<file path="src/rtl/ro_pair_evaluator.sv">
// ---------------------------------------------------------------------------
// ro_pair_evaluator
//
// Sequencer and comparator for the ring-oscillator PUF. For each pair k it
// selects RO k on mux A and RO k+8 on mux B, lets the muxes settle, counts
// rising edges on both mux outputs over a fixed window, and stores
// (count_a > count_b) as response bit k. Once all NBITS pairs are evaluated
// it pulses done and holds the response word with valid high.
//
// Parameters
//   NBITS   response bits per run (1..8); bit k compares RO k vs RO k+8
//   CNT_W   edge-counter width; counters saturate at 2^CNT_W-1
//   SETTLE  clk cycles after a select change before counting (>=2)
//   WINDOW  clk cycles of edge counting per pair (>=1)
//
// Ports
//   clk       in   system clock, rising edge
//   rst       in   synchronous active-high reset
//   start     in   request a new evaluation, sampled only in IDLE
//   ro_a      in   mux A output, asynchronous to clk
//   ro_b      in   mux B output, asynchronous to clk
//   sel_a     out  [0:3] select for mux A
//   sel_b     out  [0:3] select for mux B
//   ro_en     out  ring-oscillator enable (first SETTLE .. last COMPARE)
//   busy      out  high whenever the FSM is not in IDLE
//   done      out  one-cycle pulse when a run completes
//   valid     out  response holds a complete result
//   response  out  [NBITS-1:0] response word, bit k = pair k
// ---------------------------------------------------------------------------
module ro_pair_evaluator #(
  parameter int NBITS  = 8,
  parameter int CNT_W  = 16,
  parameter int SETTLE = 8,
  parameter int WINDOW = 1024
) (
  input  logic             clk,
  input  logic             rst,
  input  logic             start,
  input  logic             ro_a,
  input  logic             ro_b,
  output logic [0:3]       sel_a,
  output logic [0:3]       sel_b,
  output logic             ro_en,
  output logic             busy,
  output logic             done,
  output logic             valid,
  output logic [NBITS-1:0] response
);

  // One shared phase timer covers both the SETTLE and COUNT intervals.
  localparam int TMR_MAX = (SETTLE > WINDOW) ? SETTLE : WINDOW;
  localparam int TMR_W   = $clog2(TMR_MAX + 1);

  localparam logic [TMR_W-1:0] SETTLE_LAST = TMR_W'(SETTLE - 1);
  localparam logic [TMR_W-1:0] WINDOW_LAST = TMR_W'(WINDOW - 1);
  localparam logic [2:0]       LAST_IDX    = 3'(NBITS - 1);
  localparam logic [CNT_W-1:0] CNT_MAX     = '1;

  typedef enum logic [2:0] {
    ST_IDLE,
    ST_SETTLE,
    ST_COUNT,
    ST_COMPARE,
    ST_DONE
  } state_t;

  state_t             r_state;
  state_t             w_state_next;
  logic [TMR_W-1:0]   r_tmr;
  logic [2:0]         r_idx;
  logic [2:0]         w_idx_next;
  logic [3:0]         r_sel_a;
  logic [3:0]         r_sel_b;
  logic [NBITS-1:0]   r_resp;
  logic [NBITS-1:0]   w_resp_next;
  logic               r_valid;

  logic [1:0]         w_ro_in;
  logic [CNT_W-1:0]   w_cnt [2];
  logic               w_clr_cnt;
  logic               w_cnt_en;
  logic               w_a_gt_b;
  logic               w_start_ok;
  logic               w_enter_settle;

  genvar gi;

  // Channel 0 is mux A, channel 1 is mux B.
  assign w_ro_in   = {ro_b, ro_a};
  assign w_clr_cnt = (r_state == ST_SETTLE);
  assign w_cnt_en  = (r_state == ST_COUNT);

  // -------------------------------------------------------------------------
  // Per-channel synchronizer, edge detector and saturating edge counter.
  // r_sync[0] and r_sync[1] form the 2-flop synchronizer; r_sync[2] is the
  // delayed copy used for rising-edge detection. Counters are held at zero
  // through SETTLE, so edges from the previous pair that are still in the
  // pipeline never reach the next count.
  // -------------------------------------------------------------------------
  generate
    for (gi = 0; gi < 2; gi++) begin : g_chan
      logic [2:0]       r_sync;
      logic [CNT_W-1:0] r_cnt;
      logic             w_edge;

      assign w_edge = r_sync[1] & ~r_sync[2];

      always_ff @(posedge clk) begin
        if (rst) begin
          r_sync <= '0;
          r_cnt  <= '0;
        end else begin
          r_sync <= {r_sync[1:0], w_ro_in[gi]};
          if (w_clr_cnt) begin
            r_cnt <= '0;
          end else if (w_cnt_en && w_edge && (r_cnt != CNT_MAX)) begin
            r_cnt <= r_cnt + 1'b1;
          end
        end
      end

      assign w_cnt[gi] = r_cnt;
    end
  endgenerate

  // A tie yields 0.
  assign w_a_gt_b = (w_cnt[0] > w_cnt[1]);

  // -------------------------------------------------------------------------
  // FSM next-state logic.
  // -------------------------------------------------------------------------
  assign w_start_ok = (r_state == ST_IDLE) && start;

  always_comb begin
    w_state_next = r_state;
    case (r_state)
      ST_IDLE: begin
        if (start) begin
          w_state_next = ST_SETTLE;
        end
      end
      ST_SETTLE: begin
        if (r_tmr == SETTLE_LAST) begin
          w_state_next = ST_COUNT;
        end
      end
      ST_COUNT: begin
        if (r_tmr == WINDOW_LAST) begin
          w_state_next = ST_COMPARE;
        end
      end
      ST_COMPARE: begin
        if (r_idx == LAST_IDX) begin
          w_state_next = ST_DONE;
        end else begin
          w_state_next = ST_SETTLE;
        end
      end
      ST_DONE: begin
        w_state_next = ST_IDLE;
      end
      default: begin
        w_state_next = ST_IDLE;
      end
    endcase
  end

  assign w_enter_settle = (w_state_next == ST_SETTLE) && (r_state != ST_SETTLE);

  // Pair index: restarts at 0 on an accepted start, advances when COMPARE
  // hands over to the next pair.
  always_comb begin
    w_idx_next = r_idx;
    if (w_start_ok) begin
      w_idx_next = 3'd0;
    end else if ((r_state == ST_COMPARE) && (w_state_next == ST_SETTLE)) begin
      w_idx_next = r_idx + 3'd1;
    end
  end

  // Response bit k is written only in the COMPARE cycle of pair k.
  generate
    for (gi = 0; gi < NBITS; gi++) begin : g_resp
      assign w_resp_next[gi] = ((r_state == ST_COMPARE) && (r_idx == 3'(gi)))
                               ? w_a_gt_b : r_resp[gi];
    end
  endgenerate

  // -------------------------------------------------------------------------
  // State and datapath registers.
  // -------------------------------------------------------------------------
  always_ff @(posedge clk) begin
    if (rst) begin
      r_state <= ST_IDLE;
      r_tmr   <= '0;
      r_idx   <= 3'd0;
      r_sel_a <= 4'd0;
      r_sel_b <= 4'd0;
      r_resp  <= '0;
      r_valid <= 1'b0;
    end else begin
      r_state <= w_state_next;
      r_idx   <= w_idx_next;

      // Timer restarts on every state change so each phase counts from 0.
      if (w_state_next != r_state) begin
        r_tmr <= '0;
      end else if ((r_state == ST_SETTLE) || (r_state == ST_COUNT)) begin
        r_tmr <= r_tmr + 1'b1;
      end

      // Selects only move on SETTLE entry, so they keep the last pair's
      // value through DONE and IDLE.
      if (w_enter_settle) begin
        r_sel_a <= {1'b0, w_idx_next};
        r_sel_b <= {1'b1, w_idx_next};
      end

      if (w_start_ok) begin
        r_resp  <= '0;
        r_valid <= 1'b0;
      end else begin
        r_resp <= w_resp_next;
        if (w_state_next == ST_DONE) begin
          r_valid <= 1'b1;
        end
      end
    end
  end

  // -------------------------------------------------------------------------
  // Outputs decoded from registered state.
  // -------------------------------------------------------------------------
  assign sel_a    = r_sel_a;
  assign sel_b    = r_sel_b;
  assign ro_en    = (r_state == ST_SETTLE) || (r_state == ST_COUNT) ||
                    (r_state == ST_COMPARE);
  assign busy     = (r_state != ST_IDLE);
  assign done     = (r_state == ST_DONE);
  assign valid    = r_valid;
  assign response = r_resp;

endmodule

</file>
<file path="config.mk">
export PLATFORM = sky130hd
export DESIGN_NAME = ro_pair_evaluator
export DESIGN_NICKNAME = d
export VERILOG_FILES = /design/src/rtl/ro_pair_evaluator.sv
export SDC_FILE = /design/constraint.sdc
export NUM_CORES = 1
export LEC_CHECK = 0
export ABC_AREA = 1
export CAP_MARGIN = 10
export CORE_ASPECT_RATIO = 1.75
export CORE_MARGIN = 2
export CORE_UTILIZATION = 56
export CTS_BUF_LIST = sky130_fd_sc_hd__clkbuf_8
export CTS_CLUSTER_SIZE = 20
export DETAILED_ROUTE_END_ITERATION = 16
export PLACE_DENSITY = 0.89
export SLEW_MARGIN = 10
export SYNTH_ARGS = -nofsm -noshare
export SYNTH_HDL_FRONTEND = slang
export SYNTH_SLANG_ARGS = --single-unit
</file>
<file path="constraint.sdc">
create_clock -name clk -period 1.4 [get_ports clk]
set_input_delay 0.28 -clock clk [delete_from_list [all_inputs] [get_ports clk]]
set_output_delay 0.28 -clock clk [all_outputs]
set_load 0.01 [all_outputs]
</file>
==> results of run 1 <==
per-layer routing:
metal  track usage  GRT overflow
met1         0.817             2
met2          1.38           651
met3         0.498             4
met4          1.09           134
met5        0.0208             0
stage by stage:
stage | setup slack [ns] | cell area, µm² | hold slack (ns)
after floorplan | 0.000823 | 4040 | 0.351
after global placement | -0.208 | 5080 | 0.394
after detailed placement | -0.325 | 5080 | 0.410
after CTS | -0.207 | 5670 | 0.422
repair_timing:
action | in CTS
endpoints found under the setup margin | 76
cloned | 2
pin swaps | 13
setup buffers | 15
gates resized for setup | 95
kinds of logic after synthesis:
logic type / count (synthesis) / synth area share
adder cells (fa/ha/maj): 25 / 0.0789
XOR/XNOR: 23 / 0.0508
buffers and inverters: 87 / 0.0953
other: 1 / 0.000946
flip-flops: 68 / 0.343
AND/OR/NAND/NOR: 290 / 0.331
AO/OA/AOI/OAI: 74 / 0.0994
synth_stat cells:
| cell | count | area [µm²] |
|---|---|---|
| o21ai_0 | 25 | 125 |
| nand3_2 | 2 | 20.0 |
| a21oi_1 | 41 | 205 |
| nor3_4 | 1 | 16.3 |
| ha_1 | 25 | 313 |
| a211oi_1 | 3 | 22.5 |
| xor2_1 | 19 | 166 |
| a21o_1 | 1 | 7.51 |
| xnor2_1 | 4 | 35.0 |
| nor2_4 | 3 | 33.8 |
| nand3b_1 | 2 | 15.0 |
| nand3_1 | 24 | 120 |
| buf_6 | 4 | 45.0 |
| o21a_1 | 1 | 7.51 |
| nor3_1 | 21 | 105 |
| nand4_1 | 10 | 62.6 |
| clkbuf_1 | 2 | 7.51 |
| nor3b_1 | 2 | 15.0 |
| nand3_4 | 1 | 17.5 |
| nor2_1 | 72 | 270 |
| a21oi_2 | 3 | 26.3 |
| buf_2 | 2 | 10.0 |
| nor3_2 | 1 | 10.0 |
| conb_1 | 1 | 3.75 |
| nand2_1 | 131 | 492 |
| buf_4 | 5 | 37.5 |
| inv_2 | 9 | 33.8 |
| nor4_1 | 1 | 6.26 |
| nand2_2 | 5 | 31.3 |
| inv_1 | 65 | 244 |
| dfxtp_1 | 68 | 1360 |
| nor2_2 | 12 | 75.1 |
| nand2_4 | 2 | 22.5 |
==> impl_metrics.yaml, run 1 <==
run_status:
  outcome: "did not finish"
  failed_stage: "global routing"
  first-error: "[ERROR GRT-0232] Routing congestion too high. Check the congestion heatmap in the GUI."
clock_tree:
  postCtsHoldBufs: 0
  clock_path_buffers: 2
  htreeDepth: 3
  root_buffer: "clkbuf_8"
  numCtsBuffers: 9
  cts_sinks: 68
sta:
  worstEndpointType: "sequential cell input"
  worst_endpoint: "r_tmr[1]$_SDFFE_PP0P_/D"
yosys:
  ys_warn_count: 0
  syn_nets: 598
  netlist-cell-type-count: 33
  syn_avg_cell_area_um2: 6.98
  ys_seq_elements: 68
  syn_area_um2: 3960
  synth-seq-area-share: 0.343
  postSynthCellCount: 568
floorplanning:
  die_y_um: 115
  rows: 40
  dieWidth_um: 67.6
  initial_core_util: 0.578
  ios: 25
grt:
  grt_max_degree: 16
  grtUsageTotal: 0.941
  grt-ovfl-total: 791
placed_design:
  portBuffers: 23
  gp_congestion: 0.970
  place_hpwl_mm: 8.65
  dp_cells: 764
==> run 2: changes to the inputs <==
--- a/config.mk
+++ b/config.mk
@@ -7,13 +7,10 @@
 export LEC_CHECK = 0
 export ABC_AREA = 1
 export CAP_MARGIN = 10
-export CORE_ASPECT_RATIO = 1.75
 export CORE_MARGIN = 2
-export CORE_UTILIZATION = 56
-export CTS_BUF_LIST = sky130_fd_sc_hd__clkbuf_8
-export CTS_CLUSTER_SIZE = 20
+export CORE_UTILIZATION = 40
 export DETAILED_ROUTE_END_ITERATION = 16
-export PLACE_DENSITY = 0.89
+export PLACE_DENSITY_LB_ADDON = 0.15
 export SLEW_MARGIN = 10
 export SYNTH_ARGS = -nofsm -noshare
 export SYNTH_HDL_FRONTEND = slang
==> constraint.sdc (replaced) <==
create_clock -name clk -period 1.8 [get_ports clk]
set_input_delay 0.36 -clock clk [delete_from_list [all_inputs] [get_ports clk]]
set_output_delay 0.36 -clock clk [all_outputs]
set_load 0.01 [all_outputs]
==> impl_metrics.yaml, run 2 <==
yosys:
  yosysMostFrequentCell: "nand2_1"
  synth-seq-area-share: 0.343
  syn_area_um2: 3960
  yosys.area.top_type: "dfxtp_1"
  synth_edf_count: 0
  synth_ff_type: "dfxtp_1"
  ys_warn_count: 0
  synth_top_area_share: 0.343
  ys_seq_elements: 68
  synth_common_cells: "nand2_1 (131), nor2_1 (72), dfxtp_1 (68)"
  netlist-cell-type-count: 33
  syn_nets: 598
  postSynthCellCount: 568
  synth_area_leaders: "dfxtp_1 (34%), nand2_1 (12%), ha_1 (7.9%), nor2_1 (6.8%), inv_1 (6.2%)"
  syn_avg_cell_area_um2: 6.98
  synthArstFlopShare: 0
routing:
  routed.top_layer: "met4"
  firstDrtPassIters: 4
  wl_met3_um: 282
  routed_wl_mm: 8.79
  drt-met1-wl_mm: 4.39
  routedWlPerCell_um: 11.7
  vias: 3554
  dr_wl_met2_mm: 3.98
  drt_iter0_drc: 123
  via_per_inst: 4.74
  drcViolationCount: 0
  ant_nets: 0
clock_tree:
  cts_sinks: 68
  numCtsBuffers: 9
  htreeDepth: 3
  tritoncts: "yes"
  clock_path_buffers: 2
  clk_pin_slew_ns: 0.08
  insertion_delay_ns: 0.35
  root_buffer: "clkbuf_8"
floorplanning:
  rows: 36
  dieWidth_um: 104
  die_y_um: 104
  dieArea_um2: 10700
  initial_core_util: 0.409
  core_um2: 9680
  ios: 25
final_layout:
  largest_reg_flops: 32
  stdcell_count: 749
  drive_above_1_share: 0.136
  final_nets: 643
  syn2layout_area_growth_pct: 18.2
  top_register: "g_chan.r_cnt"
  final_cell_mix: "nand2_1 (130), nor2_1 (70), inv_1 (65)"
  final_util: 0.484
  antenna_cells: 0
  final_common_cell: "nand2_1"
critical_path:
  critPathRequiredTime_ns: 2.07
  cpPeakStageDelay_ns: 0.39
  crit_path_cell_trace: "ha_1, nand3_1, nor2_2, nand3_1, nand2_2, buf_4, nand2_1, a21oi_1"
  critPathBufInv: 1
  timing.rr.start: "g_chan[1].r_cnt[1]$_SDFFE_PP0P_"
  worst_setup_path_start_kind: "flop"
  cp_top_family: "simple AND/OR/NAND/NOR gates"
  cp_max_fo: 10
  cp-startpoint: "g_chan[1].r_cnt[1]$_SDFFE_PP0P_"
  path_common_cell: "nand3_1"
  critPathCaptureType: "flop"
  crit_path_top_delay_cell: "dfxtp_1"
  path_class: "reg2reg"
  worstPathArrival_ns: 1.91
sta:
  finClkSkew_ns: 0.0103
  slew_viol_final: 0
  hold_viol_final: 0
  finalCritPeriodShare: 0.910
  tightest_slew_ns: 0.527
  maxSlewHeadroom: 0.648
  rsz0062_at_grt: "no"
  setup_viol: 0
  fmaxAchievable_mhz: 611
  layout_min_cycle_time_ns: 1.64
placed_design:
  place_hpwl_mm: 6.57
  portBuffers: 23
  dp_cells: 735
  gp_congestion: 0.859
grt:
  antenna_found_initial: 0
  grt-ovfl-total: 0
  first_global_vias: 3381
  grt_pass1_wl_mm: 15.1
  grt_max_degree: 26
  grtUsageTotal: 0.170
power:
  powerDensity_nw_per_um2: 636
  p_leak_uw: 0.00186
  peakVddDrop_mv: 0.333
hold_path:
  hold_path.class: "reg2reg"
  worstHoldStart: "g_chan[0].r_sync[0]$_SDFF_PP0_"
run_status:
  outcome: "completed"
job:
  timing.max_cap.violations: 0
==> run 2: cell counts after synthesis <==
Identical to the previous run, type by type.
==> run 2: per-stage QoR <==
stage	instance area, µm²	setup WS (ns)	TNS, ns	hold slack, ns	total power [µW]
final	4680	0.163	0	0.404	2980
after detailed placement	4470	-0.00678	-0.0282	0.396	1750
after CTS	4670	0.0104	0	0.407	3030
after floorplan	3960	0.261	0	0.388	1680
after global routing	4680	0.0115	0	0.421	3100
after global placement	4470	0.0419	0	0.390	1740
==> run 2: cell type report <==
cell class / instances / area [µm²]
flip-flops and latches: 68 / 1370
clock inverters: 2 / 35.0
clock buffers: 12 / 155
multi-input cells: 413 / 2250
inverters: 74 / 278
fillers: 992 / 5000
well taps: 133 / 166
repair buffers: 47 / 435
==> run 2: layer usage <==
metal  vias up  track usage
met5         -            0
met4         0       0.0714
met3        12       0.0258
met2        50        0.276
met1      1593        0.227
li1       1899            -
==> run 2: where the power goes <==
group | total [µW] | switching, µW | internal, µW | leakage, µW
Combinational | 181 | 109 | 71.9 | 0.00121
Sequential | 1530 | 10.6 | 1520 | 0.000552
Clock | 1270 | 569 | 699 | 0.0000983
==> run 2: tightest hold or removal path, stage by stage (launching register included) <==
cell	delay [ns]
dfxtp_1	0.30
inv_1	0.04
nor2_1	0.03
==> run 2: logic make-up (layout without fill, tap and decap cells) <==
group / after synthesis / count (layout) / synth area share
compound gates: 74 / 74 / 0.0994
xor+xnor: 23 / 23 / 0.0508
fa+ha+maj: 25 / 25 / 0.0789
buf+inv: 87 / 135 / 0.0953
flops: 68 / 68 / 0.343
other cells: 1 / 1 / 0.000946
simple gates: 290 / 290 / 0.331
==> run 2: repair_timing <==
action	CTS	global route
gates resized for setup	8	5
setup endpoints to repair	11	26
cloned	0	0
buffers inserted	0	0
pin swaps	0	0
hold buffers	0	0
==> run 2: path summary, 6_finish.rpt <==
path | end | slack [ns] | depth (start not counted)
worst min register to register | g_chan[0].r_sync[1]$_SDFF_PP0_ | 0.40 | 2
worst max-delay path | g_chan[1].r_cnt[15]$_SDFFE_PP0P_ | 0.16 | 8
worst min-delay path | g_chan[0].r_sync[1]$_SDFF_PP0_ | 0.40 | 2
worst max register to register | g_chan[1].r_cnt[15]$_SDFFE_PP0P_ | 0.16 | 8
Power figures use the tool's default switching activity.
==> run 3: changes to the inputs <==
--- a/config.mk
+++ b/config.mk
@@ -8,7 +8,7 @@
 export ABC_AREA = 1
 export CAP_MARGIN = 10
 export CORE_MARGIN = 2
-export CORE_UTILIZATION = 40
+export CORE_UTILIZATION = 58
 export DETAILED_ROUTE_END_ITERATION = 16
 export PLACE_DENSITY_LB_ADDON = 0.15
 export SLEW_MARGIN = 10
==> constraint.sdc (replaced) <==
create_clock -name clk -period 1.8 [get_ports clk]
set_input_delay 0.18 -clock clk [delete_from_list [all_inputs] [get_ports clk]]
set_output_delay 0.18 -clock clk [all_outputs]
set_load 0.01 [all_outputs]
==> impl_metrics.yaml, run 3 (synthesis gave the netlist of run 2 again) <==
run_status:
  outcome: "completed"
placed_design:
  place_hpwl_mm: 6.73
  portBuffers: 23
  gp_congestion: 0.910
  preCtsSetupSlack_ns: 0.0786
  post_dp_cell_area_um2: 4380
  dp_cells: 680
clock_tree:
  postCtsHoldBufs: 0
  numCtsBuffers: 9
  clock_path_buffers: 2
  htreeDepth: 3
  tritoncts: "yes"
  postCtsSetupRepairBufs: 0
  root_buffer: "clkbuf_8"
  clk_pin_slew_ns: 0.08
  insertion_delay_ns: 0.35
  cts-resized-gates: 1
  cts_sinks: 68
critical_path:
  cpPeakStageDelay_ns: 0.57
  reg2regPathDepth: 8
  cp_max_fo: 6
  crit_path_top_delay_cell: "clkdlybuf4s50_1"
  worstPathArrival_ns: 1.55
  worst_setup_path_start_kind: "flop"
  cp_top_family: "buffers and inverters"
  critPathCaptureType: "output port"
  timing.rr.start: "g_chan[1].r_cnt[1]$_SDFFE_PP0P_"
  cp.depth: 3
  critPathRequiredTime_ns: 1.62
  path_class: "reg2out"
  r2r_slack_ns: 0.14
  crit_path_cell_trace: "inv_2, nor3_1, clkdlybuf4s50_1"
  r2r-end: "g_chan[1].r_cnt[11]$_SDFFE_PP0P_"
  critPathBufInv: 2
floorplanning:
  dieArea_um2: 7510
  rows: 30
  core_um2: 6720
  dieWidth_um: 86.7
  ios: 25
  initial_core_util: 0.590
  die_y_um: 86.7
sta:
  tns_ns: 0
  finalCritPeriodShare: 0.962
  fmaxAchievable_mhz: 578
  finClkSkew_ns: 0.0114
  worst_hold_slack_ns: 0.350
  layout_min_cycle_time_ns: 1.73
  worst_slack_ns: 0.0691
  hold_viol_final: 0
  setup_viol: 0
  slew_viol_final: 0
routing:
  drt_iter0_drc: 190
  ant_nets: 0
  routedWlPerCell_um: 12.9
  firstDrtPassIters: 5
  vias: 3684
  via_per_inst: 5.30
  drcViolationCount: 0
  routed_wl_mm: 8.95
final_layout:
  design_area_um2: 4640
  top_register: "g_chan.r_cnt"
  largest_reg_flops: 32
  stdcell_count: 695
  drive_above_1_share: 0.133
  antenna_cells: 0
  final_cell_mix: "nand2_1 (130), nor2_1 (70), dfxtp_1 (66)"
  final_common_cell: "nand2_1"
  syn2layout_area_growth_pct: 17.0
  final_nets: 641
power:
  peakVddDrop_mv: 0.555
  p_leak_uw: 0.00184
  powerDensity_nw_per_um2: 702
grt:
  grt_max_degree: 16
  grt-ovfl-total: 0
  first_global_vias: 3485
  antenna_found_initial: 0
  grt_pass1_wl_mm: 15.2
  grtUsageTotal: 0.254
hold_path:
  holdPathStages: 3
  worstHoldStart: "ro_b"
  hold_path.class: "in2reg"
  whs_endpoint: "g_chan[1].r_sync[0]$_SDFF_PP0_"
job:
  timing.max_cap.violations: 0
==> run 3: cell count changes in the layout (fill, tap and decap cells not counted) <==
| cell | before | now |
|---|---|---|
| dlygate4sd2_1 | 2 | 0 |
| nand2_2 | 5 | 6 |
| bufinv_16 | 1 | 3 |
| clkbuf_1 | 1 | 0 |
| buf_4 | 22 | 20 |
| clkbuf_8 | 11 | 10 |
| nor2_4 | 4 | 3 |
| clkdlybuf4s50_1 | 20 | 23 |
| clkinv_2 | 1 | 2 |
| nor2_2 | 13 | 14 |
| nand2_4 | 3 | 2 |
| dlymetal6s2s_1 | 1 | 0 |
| dfxtp_1 | 64 | 66 |
| dfxtp_2 | 4 | 2 |
==> run 3: per-layer routing <==
layer  global-route usage  share of wire  vias up
met4                0.119          0.030        0
met5                    0              0        -
met1                0.313           0.44     1661
met2                0.432           0.49      106
li1                     -              -     1895
met3               0.0419          0.043       22
==> run 3: how the worst max path moves through the flow <==
stage	from	end	slack [ns]
floorplan	g_chan[0].r_cnt[1]$_SDFFE_PP0P_	g_chan[0].r_cnt[3]$_SDFFE_PP0P_	0.26
global placement	g_chan[1].r_cnt[11]$_SDFFE_PP0P_	response[4]$_SDFFE_PP0P_	0.16
detailed placement	g_chan[1].r_cnt[11]$_SDFFE_PP0P_	response[0]$_SDFFE_PP0P_	0.08
CTS	r_state[1]$_SDFF_PP0_	ro_en	0.06
global route	r_state[1]$_SDFF_PP0_	ro_en	-0.01
finish	r_state[2]$_SDFF_PP0_	done	0.07
==> run 3: area by class of cell <==
type	instances	area (µm²)
timing repair buffer	45	420
clock buffer	10	138
sequential	68	1360
inverter	74	278
multi-input combinational	413	2240
fill	592	2080
tap	80	100
clock inverter	5	100
==> run 3: report_power, final <==
part	leakage (µW)	internal (µW)	total [µW]	switching, µW
Clock	0.000122	946	1530	588
Combinational	0.00117	81.8	190	109
Sequential	0.000551	1520	1530	10.3
Total	0.00184	2550	3250	706
==> run 3: worst register-to-register path: stages (launching register included) <==
cell	delay, ns
dfxtp_1	0.38
ha_1	0.22
nand3_1	0.15
nor2_2	0.19
nand3_1	0.13
nand2_2	0.11
buf_4	0.19
nand2_1	0.07
a21oi_1	0.16
==> run 3: stage by stage <==
step / power [µW] / util
2_1_floorplan: 1680 / -
3_3_place_gp: 1750 / 0.653
3_5_place_dp: 1760 / 0.653
4_1_cts: 3280 / 0.688
5_1_grt: 3350 / 0.690
6_report: 3250 / 0.690
